--- config.mk ---
export PLATFORM = sky130hd
export DESIGN_NAME = mont_domain_encoder_flat
export DESIGN_NICKNAME = d
export VERILOG_FILES = /design/src/rtl/mont_domain_encoder_if.sv /design/src/rtl/mont_domain_encoder.sv /design/src/flat_wrapper.sv
export SDC_FILE = /design/constraint.sdc
export NUM_CORES = 1
export LEC_CHECK = 0
export CAP_MARGIN = 10
export CORE_UTILIZATION = 45
export CTS_BUF_LIST = sky130_fd_sc_hd__clkbuf_4 sky130_fd_sc_hd__clkbuf_8
export CTS_CLUSTER_SIZE = 10
export DETAILED_ROUTE_END_ITERATION = 12
export GPL_TIMING_DRIVEN = 0
export HOLD_SLACK_MARGIN = 0.06
export PLACE_DENSITY = 0.79
export SLEW_MARGIN = 30
export SYNTH_ARGS = -nofsm -noshare
export SYNTH_HDL_FRONTEND = slang
export SYNTH_SLANG_ARGS = --single-unit
--- constraint.sdc ---
create_clock -name clk -period 6.07 [get_ports clk]
set_input_delay 1.821 -clock clk [delete_from_list [all_inputs] [get_ports clk]]
set_output_delay 1.821 -clock clk [all_outputs]
set_load 0.02 [all_outputs]
--- src/rtl/mont_domain_encoder_if.sv ---
// rtl/mont_domain_encoder_if.sv - operand/result handshake bundle for the Montgomery domain encoder
interface mont_domain_encoder_if #(
   parameter int WIDTH = 12
);
   logic             in_valid;
   logic             in_ready;
   logic [WIDTH-1:0] X;
   logic [WIDTH-1:0] M;
   logic             out_valid;
   logic             out_ready;
   logic [WIDTH-1:0] S;
   logic             out_err;

   // Operand source / result sink side
   modport master (
      output in_valid, X, M, out_ready,
      input  in_ready, out_valid, S, out_err
   );

   // Encoder side
   modport slave (
      input  in_valid, X, M, out_ready,
      output in_ready, out_valid, S, out_err
   );
endinterface

--- src/rtl/mont_domain_encoder.sv ---
// rtl/mont_domain_encoder.sv - bit-serial X*2^R_BITS mod M converter into Montgomery form
module mont_domain_encoder #(
   parameter int WIDTH  = 12,
   parameter int R_BITS = WIDTH
) (
   input logic                clk,
   input logic                rst,
   mont_domain_encoder_if.slave bus
);
   localparam int CW = $clog2(R_BITS + 1);
   localparam logic [CW-1:0] LAST = CW'(R_BITS);

   localparam logic [1:0] IDLE = 2'd0;
   localparam logic [1:0] CALC = 2'd1;
   localparam logic [1:0] DONE = 2'd2;

   logic [1:0]       r_state;
   logic [WIDTH-1:0] r_acc;
   logic [WIDTH-1:0] r_m;
   logic [CW-1:0]    r_cnt;
   logic [WIDTH-1:0] r_s;
   logic             r_err;

   logic [WIDTH:0]   w_t;
   logic [WIDTH:0]   w_diff;
   logic             w_ge;
   logic [WIDTH-1:0] w_next;
   logic             w_bad;

   // One doubling step; acc < M keeps 2*acc < 2M so a single subtract suffices
   always_comb begin
      w_t    = {r_acc, 1'b0};
      w_diff = w_t - {1'b0, r_m};
      w_ge   = (w_t >= {1'b0, r_m});
      w_next = w_ge ? w_diff[WIDTH-1:0] : w_t[WIDTH-1:0];
      w_bad  = ~bus.M[0] | (bus.X >= bus.M);
   end

   // Control FSM: accept in IDLE, iterate R_BITS times in CALC, hold result in DONE
   always_ff @(posedge clk or posedge rst) begin
      if (rst) begin
         r_state <= IDLE;
         r_acc   <= '0;
         r_m     <= '0;
         r_cnt   <= '0;
         r_s     <= '0;
         r_err   <= 1'b0;
      end else begin
         case (r_state)
            IDLE: begin
               if (bus.in_valid) begin
                  r_acc <= bus.X;
                  r_m   <= bus.M;
                  r_cnt <= '0;
                  if (w_bad) begin
                     r_state <= DONE;
                     r_err   <= 1'b1;
                     r_s     <= '0;
                  end else begin
                     r_state <= CALC;
                     r_err   <= 1'b0;
                  end
               end
            end
            CALC: begin
               // The cycle after the last doubling publishes the residue
               if (r_cnt == LAST) begin
                  r_state <= DONE;
                  r_s     <= r_acc;
                  r_err   <= 1'b0;
               end else begin
                  r_acc <= w_next;
                  r_cnt <= r_cnt + CW'(1);
               end
            end
            DONE: begin
               if (bus.out_ready) begin
                  r_state <= IDLE;
               end
            end
            default: r_state <= IDLE;
         endcase
      end
   end

   assign bus.in_ready  = (r_state == IDLE);
   assign bus.out_valid = (r_state == DONE);
   assign bus.S         = r_s;
   assign bus.out_err   = r_err;
endmodule

--- src/flat_wrapper.sv ---
// flat-port wrapper written by rule: the top's interface ports become plain ports
module mont_domain_encoder_flat 
#(
   parameter int WIDTH  = 12,
   parameter int R_BITS = WIDTH
)
  (clk, rst, bus_in_valid, bus_X, bus_M, bus_out_ready, bus_in_ready, bus_out_valid, bus_S, bus_out_err);
  mont_domain_encoder_if #(.WIDTH(WIDTH)) bus_i ();
  input logic clk;
  input logic rst;
  input wire logic [$bits(bus_i.in_valid)-1:0] bus_in_valid;
  input wire logic [$bits(bus_i.X)-1:0] bus_X;
  input wire logic [$bits(bus_i.M)-1:0] bus_M;
  input wire logic [$bits(bus_i.out_ready)-1:0] bus_out_ready;
  output wire logic [$bits(bus_i.in_ready)-1:0] bus_in_ready;
  output wire logic [$bits(bus_i.out_valid)-1:0] bus_out_valid;
  output wire logic [$bits(bus_i.S)-1:0] bus_S;
  output wire logic [$bits(bus_i.out_err)-1:0] bus_out_err;
  assign bus_i.in_valid = bus_in_valid;
  assign bus_i.X = bus_X;
  assign bus_i.M = bus_M;
  assign bus_i.out_ready = bus_out_ready;
  assign bus_in_ready = bus_i.in_ready;
  assign bus_out_valid = bus_i.out_valid;
  assign bus_S = bus_i.S;
  assign bus_out_err = bus_i.out_err;
  mont_domain_encoder #(.WIDTH(WIDTH), .R_BITS(R_BITS)) u_core (.clk(clk), .rst(rst), .bus(bus_i));
endmodule
==> results.md, run 1 <==
- Outcome: finished, final reports clean
- Overflow after GRT: 0
- R2R Path Start: u_core.r_acc[9]
- DR DRC count: 0
- Total Neg Setup Slack: 0 ns
- Setup WS post-layout: 2.06 ns
- Final ANT Viol Nets: 0
- RSZ-0062 raised after global routing: no
- Synth area leaders: dfrtp_1 (36%), ha_1 (11%), o21ai_0 (7.4%), inv_1 (5.8%), a21oi_1 (3.5%)
- Hold buffers post-CTS: 0
- R2R Setup Slk: 3.54 ns
- Via density: 5.82
- Clock slew at reported path FFs: 0.09 ns
- Drt wl/cell: 16.3 um
- Register bit total from synthesis: 43
- Worst slew margin: 0.512
- Fin nets: 453
- Minimum clock period after layout: around 4 ns
- CP max FO: 10
- Worst min path class: flop to flop
- Full die area: 0.00694 mm2
- Chip width: between 80 and 90 um
- CP Class: primary input to flop
- Layout area overhead: 21.0%
- Post-synthesis cell count: 348
- Yosys top cell area share: 0.362
- Via count: 2769
- Clk buf depth: 2
- Initial Util: 0.469
- Max-slew violations: 0
- Die Ht: between 80 and 90 um
- Yosys cell types: 54
- Period utilisation layout: 0.661
- CTS tree: done
- Top cells by count, synth: inv_1 (46), o21ai_0 (44), dfrtp_1 (43)
- Worst IR Drop VDD: 0.000284 V
- First-pass GRT wire length: 12900 um
- Worst slack, placed: 1.75 ns
- H-tree depth: 2
- Vias in the first global route: 2693
- Tightest Pin Transition: 0.729 ns
- FP Rows: 29
- Syn_nets: 403
- Area of the multi-input gates: roughly 0.0017 mm2
- Resized cells post-CTS: 0
- Worst path required time: about 6.3 ns
- Count leader, synth: inv_1
- Half-perimeter wire length after placement: 5980 um
- Clk sinks: 43
- Sequential cell area: 0.00108 mm2
- Syn_area_per_cell: 8.55 um2
- Synthesized area: 0.00298 mm2
- Initial antenna violation count: 0
- Power per cell area: 575 mW/mm2
- Clock Root Buffer: clkbuf_8
- I/O Buffers: between 40 and 50
- # diodes: 0
- Hold WS: just over 0.5 ns
- Pleak: 1.61 nW
- Peak Freq: 0.249 GHz
- Drt pass-1 iters: 4
- Post-synth EDFFs: 0
- Final setup fails: 0
- GRT Total Usage: 0.234
- Postcts setup bufs: 0
- Global placer's final weighted congestion: 0.894
- Fillers: 559
- Core ar.: 0.00635 mm2
- Yosys warns: 0
- Clk_lat worst skew: approximately 0.3 ns
- Routed wire length: 7780 um
- Crit path DAT: 4.22 ns
- CP Capture Type: flop
- MaxCap Viol Count: 0
- Synth Flop Type: dfrtp_1
- Synth async-reset ratio: 1.00
- Worst min-delay path startpoint: u_core.bus.out_err
- DR iter-0 viols: about 180
- Share of cells above drive strength 1: 0.0576
- Seq/Total Area, Yosys: 0.362
- Io pins: 43
- Worst setup SP type: primary input
- Biggest area consumer among synthesized cells: dfrtp_1
- CP startpoint: bus_M[0]
- Final hold violation count: 0
- Largest net degree at the start of global routing: 27
- Total CTS buffers: 5
- Clock skew: 0.0116 ns
## cell usage in the layout (no fill, tap or decap), drive strengths merged, types with 2 or more instances in the layout
| cell type | netlist | final |
|---|---|---|
| buf | 5 | 6 |
| a22o | 2 | 2 |
| o21bai | 3 | 3 |
| o21ai | 44 | 44 |
| nor2b | 5 | 5 |
| a21o | 6 | 6 |
| nand4 | 4 | 4 |
| clkbuf | 10 | 16 |
| o21a | 3 | 3 |
| o2111ai | 4 | 4 |
| a21oi | 22 | 22 |
| inv | 46 | 46 |
| a22oi | 13 | 13 |
| a211oi | 4 | 4 |
| dfrtp | 43 | 43 |
| o22ai | 5 | 5 |
| a31o | 2 | 2 |
| nand2 | 22 | 22 |
| xnor2 | 2 | 2 |
| or3 | 5 | 5 |
| nand2b | 4 | 4 |
| o211ai | 5 | 5 |
| clkdlybuf4s50 | 0 | 42 |
| mux2i | 4 | 4 |
| nor2 | 20 | 20 |
| nand3 | 8 | 8 |
| xor2 | 6 | 6 |
| ha | 26 | 26 |
| nor3 | 3 | 3 |
| and3 | 4 | 4 |
## final cells by class
cell class              instances  area share
flip-flops and latches         43       0.299
multi-input cells             244       0.459
repair buffers                 43       0.122
inverters                      46      0.0480
clock inverters                 2     0.00347
clock buffers                   6      0.0212
plain buffers                  15      0.0205
well taps                      77      0.0268
## cells by family (layout without fill, tap and decap cells)
family	Yosys count	after routing	share of synthesized area
compound gates	125	125	0.267
simple gates	79	79	0.130
buf+inv	61	112	0.0828
flops	43	43	0.362
fa+ha+maj	27	27	0.116
xor+xnor	8	8	0.0236
mux	5	5	0.0185
## worst paths after layout
check | cells past startpoint | to
max | 9 | u_core.bus.S[11]
min | 1 | u_core.bus.out_err
max reg2reg | 6 | u_core.r_acc[0]
min reg2reg | 1 | u_core.bus.out_err
max in group asynchronous | 3 | u_core.r_m[7]
min in group asynchronous | 2 | u_core.r_cnt[3]
## through the flow
step                      cell area (um2)  power, mW   util  instances
final                                3600       2.07  0.567        476
after global placement               3490       1.82  0.550        467
after CTS                            3600       2.06  0.567        476
after detailed placement             3510       1.87  0.553        468
after global routing                 3600       2.26  0.567        476
after floorplan                      2980       1.49      -        348
## per-layer routing
layer	vias up	wire [um]	track usage
li1	1339	-	-
met1	1341	3530	0.310
met2	77	3770	0.392
met3	12	346	0.0358
met4	0	128	0.0737
met5	-	0	0
## sequential cells by signal, summed over array words and instances, names as in the netlist
| name | count |
|---|---|
| u_core.bus.S | 12 |
| u_core.bus.out_err | 1 |
| u_core.r_cnt | 4 |
| u_core.r_m | 12 |
| u_core.r_acc | 12 |
| u_core.r_state | 2 |
## critical path: stages
cell,delay (ns)
clkdlybuf4s50_1,0.50
ha_1,0.32
nand2b_1,0.14
a21o_1,0.18
a211oi_1,0.33
o31a_1,0.27
o211ai_1,0.19
clkbuf_1,0.25
o21ai_0,0.22
## where the power goes
part           switching (mW)  internal, mW
sequential              0.115         0.413
combinational           0.774         0.577
clock                   0.106        0.0852
No activity file was read; power rests on OpenSTA's default activity.
==> inputs of run 2 (changes only) <==
PLACE_DENSITY = 0.82   (was 0.79)
clock period = 3.5 ns   (was 6.07 ns; I/O delays follow)
==> run 2 against run 1 <==
  * Worst setup slack lost 1.8 ns
  * Sequential power rose by 74%
  * Total power increased by 82%
  * Non-clock buffer count stayed put
  * Register-to-register slack got worse by 2.6 ns
  * Via count up 2.0%
  * Core utilization rose by 0.87 points
  * Global-route usage down 0.11 points
  * Cell count did not move
  * Flip-flop and latch count unchanged
  * Critical endpoint unchanged
  * Clock power rose by 150%
  * Combinational power grew 76%
==> results.md, run 2 (synthesis gave the netlist of run 1 again) <==
- Resized cells post-CTS: 0 (unchanged)
- Initial Util: 0.469 (unchanged)
- CP Capture Type: flop (unchanged)
- Area of the multi-input gates: 0.00165 mm2 (unchanged)
- Worst slew margin: 0.505 (was 0.512)
- Half-perimeter wire length after placement: 6040 um (was 5980 um)
- Final hold violation count: 0 (unchanged)
- Max-slew violations: 0 (unchanged)
- Commonest non-fill, non-tap cell in the layout: inv_1 (unchanged)
- Via density: 5.93 (was 5.82)
- H-tree depth: 2 (unchanged)
- Worst IR Drop VDD: 0.000505 V (was 0.000284 V)
- Tot Pwr: 3.77 mW (was 2.07 mW)
- Layout area overhead: 22.9% (was 21.0%)
- Clk buf depth: 2 (unchanged)
- # diodes: 0 (unchanged)
- FP Rows: 29 (unchanged)
- Initial antenna violation count: 0 (unchanged)
- Period utilisation layout: 0.932
- Worst path required time: 3.72 ns (was 6.28 ns)
- Chip width: 83.3 um (unchanged)
- Fillers: 565 (was 559)
- Clk sinks: 43 (unchanged)
- CP max FO: 10 (unchanged)
- Clock Root Buffer: clkbuf_8 (unchanged)
- Pleak: 1.63 nW (was 1.61 nW)
- Sequential cell area: 0.00108 mm2 (unchanged)
- I/O Buffers: 42 (unchanged)
- RSZ-0062 raised after global routing: no (unchanged)
- Outcome: finished, final reports clean (unchanged)
- Minimum clock period after layout: 3.26 ns
- Full die area: 0.00694 mm2 (unchanged)
- Vias in the first global route: 2695 (was 2693)
- Peak Freq: 0.306 GHz
- Die Ht: 83.3 um (unchanged)
- Tightest Pin Transition: 0.740 ns (was 0.729 ns)
- Final setup fails: 0 (unchanged)
- Postcts setup bufs: 0 (unchanged)
- Via count: 2823 (was 2769)
- Clk_lat worst skew: 0.30 ns (about the same)
- Clock skew: 0.00565 ns (was 0.0116 ns)
- DR iter-0 viols: 238 (was 177)
- Hold WS: 0.513 ns (was 0.518 ns)
- Core ar.: 0.00635 mm2 (unchanged)
- Leading cell types in the layout, fill and taps excluded: inv_1 (45), o21ai_0 (44), dfrtp_1 (43) (unchanged)
- Largest net degree at the start of global routing: 23 (was 27)
- Global placer's final weighted congestion: 0.971 (was 0.894)
- First-pass GRT wire length: 12900 um (about the same)
- CP Class: primary input to flop (unchanged)
- Hold buffers post-CTS: 0 (unchanged)
- DR DRC count: 0 (unchanged)
- MaxCap Viol Count: 0 (unchanged)
- Clock slew at reported path FFs: 0.08 ns (was 0.09 ns)
- Power per cell area: 1030 mW/mm2 (was 575 mW/mm2)
- Routed wire length: 7850 um (was 7780 um)
- Fin nets: 453 (unchanged)
- Io pins: 43 (unchanged)
- GRT Total Usage: 0.233 (was 0.234)
- Crit path DAT: 3.48 ns (was 4.22 ns)
- CTS tree: done (unchanged)
- Drt wl/cell: 16.5 um (was 16.3 um)
- Worst min path class: flop to flop (unchanged)
- Overflow after GRT: 0 (unchanged)
- Total CTS buffers: 5 (unchanged)
- Final ANT Viol Nets: 0 (unchanged)
- Share of cells above drive strength 1: 0.0576 (unchanged)
- Worst setup SP type: primary input (unchanged)
- Drt pass-1 iters: 4 (unchanged)
## run 2: cell types whose count changed in the layout (fill, tap and decap cells not counted)
cell	delta
buf_12	-1
clkinvlp_4	-1
buf_16	+1
clkinv_2	-1
bufinv_16	+2
## run 2: power breakdown
part           internal (mW)  total (mW)  switching [mW]
registers              0.717       0.920           0.203
clock network          0.293       0.476           0.182
logic                   1.00        2.37            1.37
total                   2.01        3.77            1.75
## run 2: layout make-up
cell class / count / share of cell area
multi-input combinational: 244 / 0.452
sequential: 43 / 0.294
timing repair buffer: 43 / 0.123
inverter: 46 / 0.0472
tap: 77 / 0.0264
clock buffer: 6 / 0.0209
buffer: 15 / 0.0202
clock inverter: 2 / 0.0164
## run 2: metal layers
metal / part of all wire / track usage / vias up
met2: 0.50 / 0.406 / 112
met4: 0.019 / 0.0799 / 0
met3: 0.060 / 0.0408 / 19
met1: 0.42 / 0.289 / 1351
li1: - / - / 1341
met5: 0 / 0 / -
## run 2: path summary, 6_finish.rpt
| path | slack (ns) | end | depth (start not counted) | startpoint |
|---|---|---|---|---|
| worst max-delay path | 0.24 | u_core.bus.S[11] | 9 | bus_M[0] |
| worst min-delay path | 0.51 | u_core.bus.out_err | 1 | u_core.bus.out_err |
| worst max register to register | 0.98 | u_core.r_acc[10] | 7 | u_core.r_acc[1] |
| worst min register to register | 0.51 | u_core.bus.out_err | 1 | u_core.bus.out_err |
| max in group asynchronous | 1.92 | u_core.r_m[1] | 3 | rst |
| min in group asynchronous | 1.10 | u_core.bus.S[10] | 2 | rst |
## run 2: stage by stage
step / util / instance area (um2) / cells / TNS [ns] / setup WS [ns]
finish: 0.576 / 3660 / 476 / 0 / 0.237
global route: 0.576 / 3660 / 476 / 0 / 0.0768
CTS: 0.576 / 3660 / 476 / 0 / 0.236
detailed placement: 0.554 / 3520 / 468 / -0.261 / -0.0466
global placement: 0.550 / 3490 / 467 / -0.161 / -0.0288
floorplan: - / 2980 / 348 / 0 / 0.923
## run 2: critical path, cell delays in order
cell             delay [ns]
clkdlybuf4s50_1        0.58
ha_1                   0.26
nand2b_1               0.14
a21o_1                 0.18
a211oi_1               0.32
o31a_1                 0.26
o211ai_1               0.21
clkbuf_1               0.26
o21ai_0                0.22
==> inputs of run 3 (changes only) <==
SETUP_SLACK_MARGIN = 0.15   (was default)
==> run 3 against run 2 <==
  * Via count about the same
  * Worst setup slack better by 0.081 ns
  * Critical path type unchanged
  * Clock power down 0.8%
  * Total power about the same
  * Largest power group unchanged
==> results.md, run 3 (synthesis gave the netlist of run 1 again) <==
- Outcome: finished, final reports clean (unchanged)
- Placed cell areas: 0.00352 mm2 (unchanged)
- Final hold violation count: 0 (unchanged)
- Clk sinks: 43 (unchanged)
- Crit path DAT: 3.40 ns (was 3.48 ns)
- Fin nets: 455 (was 453)
- Power per cell area: 1030 mW/mm2 (about the same)
- Via density: 5.90 (was 5.93)
- Drt pass-1 iters: 5 (was 4)
- Final setup fails: 0 (unchanged)
- Chip width: 83.3 um (unchanged)
- Tightest Pin Transition: 0.755 ns (was 0.740 ns)
- Leading cell types in the layout, fill and taps excluded: inv_1 (45), o21ai_0 (44), dfrtp_1 (43) (unchanged)
- Share of cells above drive strength 1: 0.0623 (was 0.0576)
- Clk_lat worst skew: 0.30 ns (about the same)
- Via count: 2821 (was 2823)
- Vias in the first global route: 2695 (unchanged)
- Max-slew violations: 0 (unchanged)
- Layout area overhead: 23.4% (was 22.9%)
- Clk buf depth: 2 (unchanged)
- Worst slew margin: 0.495 (was 0.505)
- Hold buffers post-CTS: 0 (unchanged)
- # diodes: 0 (unchanged)
- CP Class: primary input to flop (unchanged)
- Period utilisation layout: 0.909 (was 0.932)
- Dpl cells: 468 (unchanged)
- Largest net degree at the start of global routing: 23 (unchanged)
- Setup WS post-layout: 0.319 ns (was 0.237 ns)
- CP Capture Type: flop (unchanged)
- Minimum clock period after layout: 3.18 ns (was 3.26 ns)
- Overflow after GRT: 0 (unchanged)
- Worst setup SP type: primary input (unchanged)
- Final ANT Viol Nets: 0 (unchanged)
- Tot Pwr: 3.77 mW (about the same)
- Hold WS: 0.505 ns (was 0.513 ns)
- R2R Path Start: u_core.r_acc[1] (unchanged)
- Core ar.: 0.00635 mm2 (unchanged)
- Worst slack, placed: -0.0466 ns (unchanged)
- CTS tree: done (unchanged)
- Worst IR Drop VDD: 0.000512 V (was 0.000505 V)
- Die Ht: 83.3 um (unchanged)
- Full die area: 0.00694 mm2 (unchanged)
- First-pass GRT wire length: 12900 um (unchanged)
- Reg2reg end: u_core.r_acc[10] (unchanged)
- Worst path required time: 3.72 ns (about the same)
- Clock slew at reported path FFs: 0.08 ns (about the same)
- Initial Util: 0.469 (unchanged)
- DR iter-0 viols: 231 (was 238)
- Commonest non-fill, non-tap cell in the layout: inv_1 (unchanged)
- Worst min path class: flop to flop (unchanged)
- Worst Hold Depth: 1 (unchanged)
- Clock skew: 0.00314 ns (was 0.00565 ns)
- DR DRC count: 0 (unchanged)
- FP Rows: 29 (unchanged)
- Global placer's final weighted congestion: 0.971 (unchanged)
- R2R Setup Slk: 0.94 ns (was 0.98 ns)
- Peak Freq: 0.314 GHz (was 0.306 GHz)
- Final cell count without fillers: 478 (was 476)
- CP max FO: 10 (unchanged)
- Min-Delay Endpoint: u_core.bus.out_err (unchanged)
- Routed wire length: 7790 um (was 7850 um)
- MaxCap Viol Count: 0 (unchanged)
- Finished Core Util: 0.578 (was 0.576)
- GRT Total Usage: 0.233 (unchanged)
- Total CTS buffers: 5 (unchanged)
- H-tree depth: 2 (unchanged)
- I/O Buffers: 42 (unchanged)
- Clock Root Buffer: clkbuf_8 (unchanged)
- Worst-case reg-to-reg path depth: 7 (unchanged)
- Pleak: 1.64 nW (was 1.63 nW)
- Total Neg Setup Slack: 0 ns (unchanged)
- Worst min-delay path startpoint: u_core.bus.out_err (unchanged)
- Initial antenna violation count: 0 (unchanged)
- RSZ-0062 raised after global routing: no (unchanged)
- Half-perimeter wire length after placement: 6040 um (unchanged)
- Final Cell Area: 0.00367 mm2 (was 0.00366 mm2)
- Drt wl/cell: 16.3 um (was 16.5 um)
- Io pins: 43 (unchanged)
run 3: how the worst max path moves through the flow:
stage	from	end	slack [ns]
after global routing	bus_M[0]	u_core.bus.S[10]	0.19
after detailed placement	bus_M[0]	u_core.bus.S[7]	-0.05
final	bus_M[0]	u_core.bus.S[7]	0.32
after floorplan	bus_X[0]	u_core.r_state[0]	0.92
after global placement	bus_M[0]	u_core.r_state[0]	-0.03
after CTS	bus_M[0]	u_core.bus.S[7]	0.24
run 3: area by class of cell:
type / instances / area, um2
Buffer: 15 / 73.8
Clock buffer: 6 / 76.3
Clock inverter: 2 / 60.1
Fill cell: 564 / 2680
Inverter: 46 / 173
Multi-Input combinational cell: 244 / 1650
Sequential cell: 43 / 1080
Tap cell: 77 / 96.3
Timing Repair Buffer: 45 / 463
run 3: critical path, cell delays in order:
cell	delay, ns
clkdlybuf4s50_1	0.57
ha_1	0.26
nand2b_1	0.14
a21o_1	0.18
a211oi_1	0.33
o31a_1	0.25
o211ai_1	0.17
clkbuf_1	0.24
o21ai_0	0.22
run 3: where the power goes:
| group | switching (mW) | leakage (nW) | internal [mW] |
|---|---|---|---|
| Combinational | 1.37 | 1.04 | 1.01 |
| Clock | 0.179 | 0.0688 | 0.293 |
| Sequential | 0.201 | 0.534 | 0.717 |
| Total | 1.75 | 1.64 | 2.02 |
run 3: repair_timing:
item,4_1_cts,5_1_grt
setup buffers,0,2
resized for setup,0,0
setup endpoints to repair,0,10
run 3: per-layer routing:
layer / part of all wire / track usage
met1: 0.43 / 0.289
met2: 0.50 / 0.406
met3: 0.052 / 0.0408
met4: 0.021 / 0.0799
met5: 0 / 0
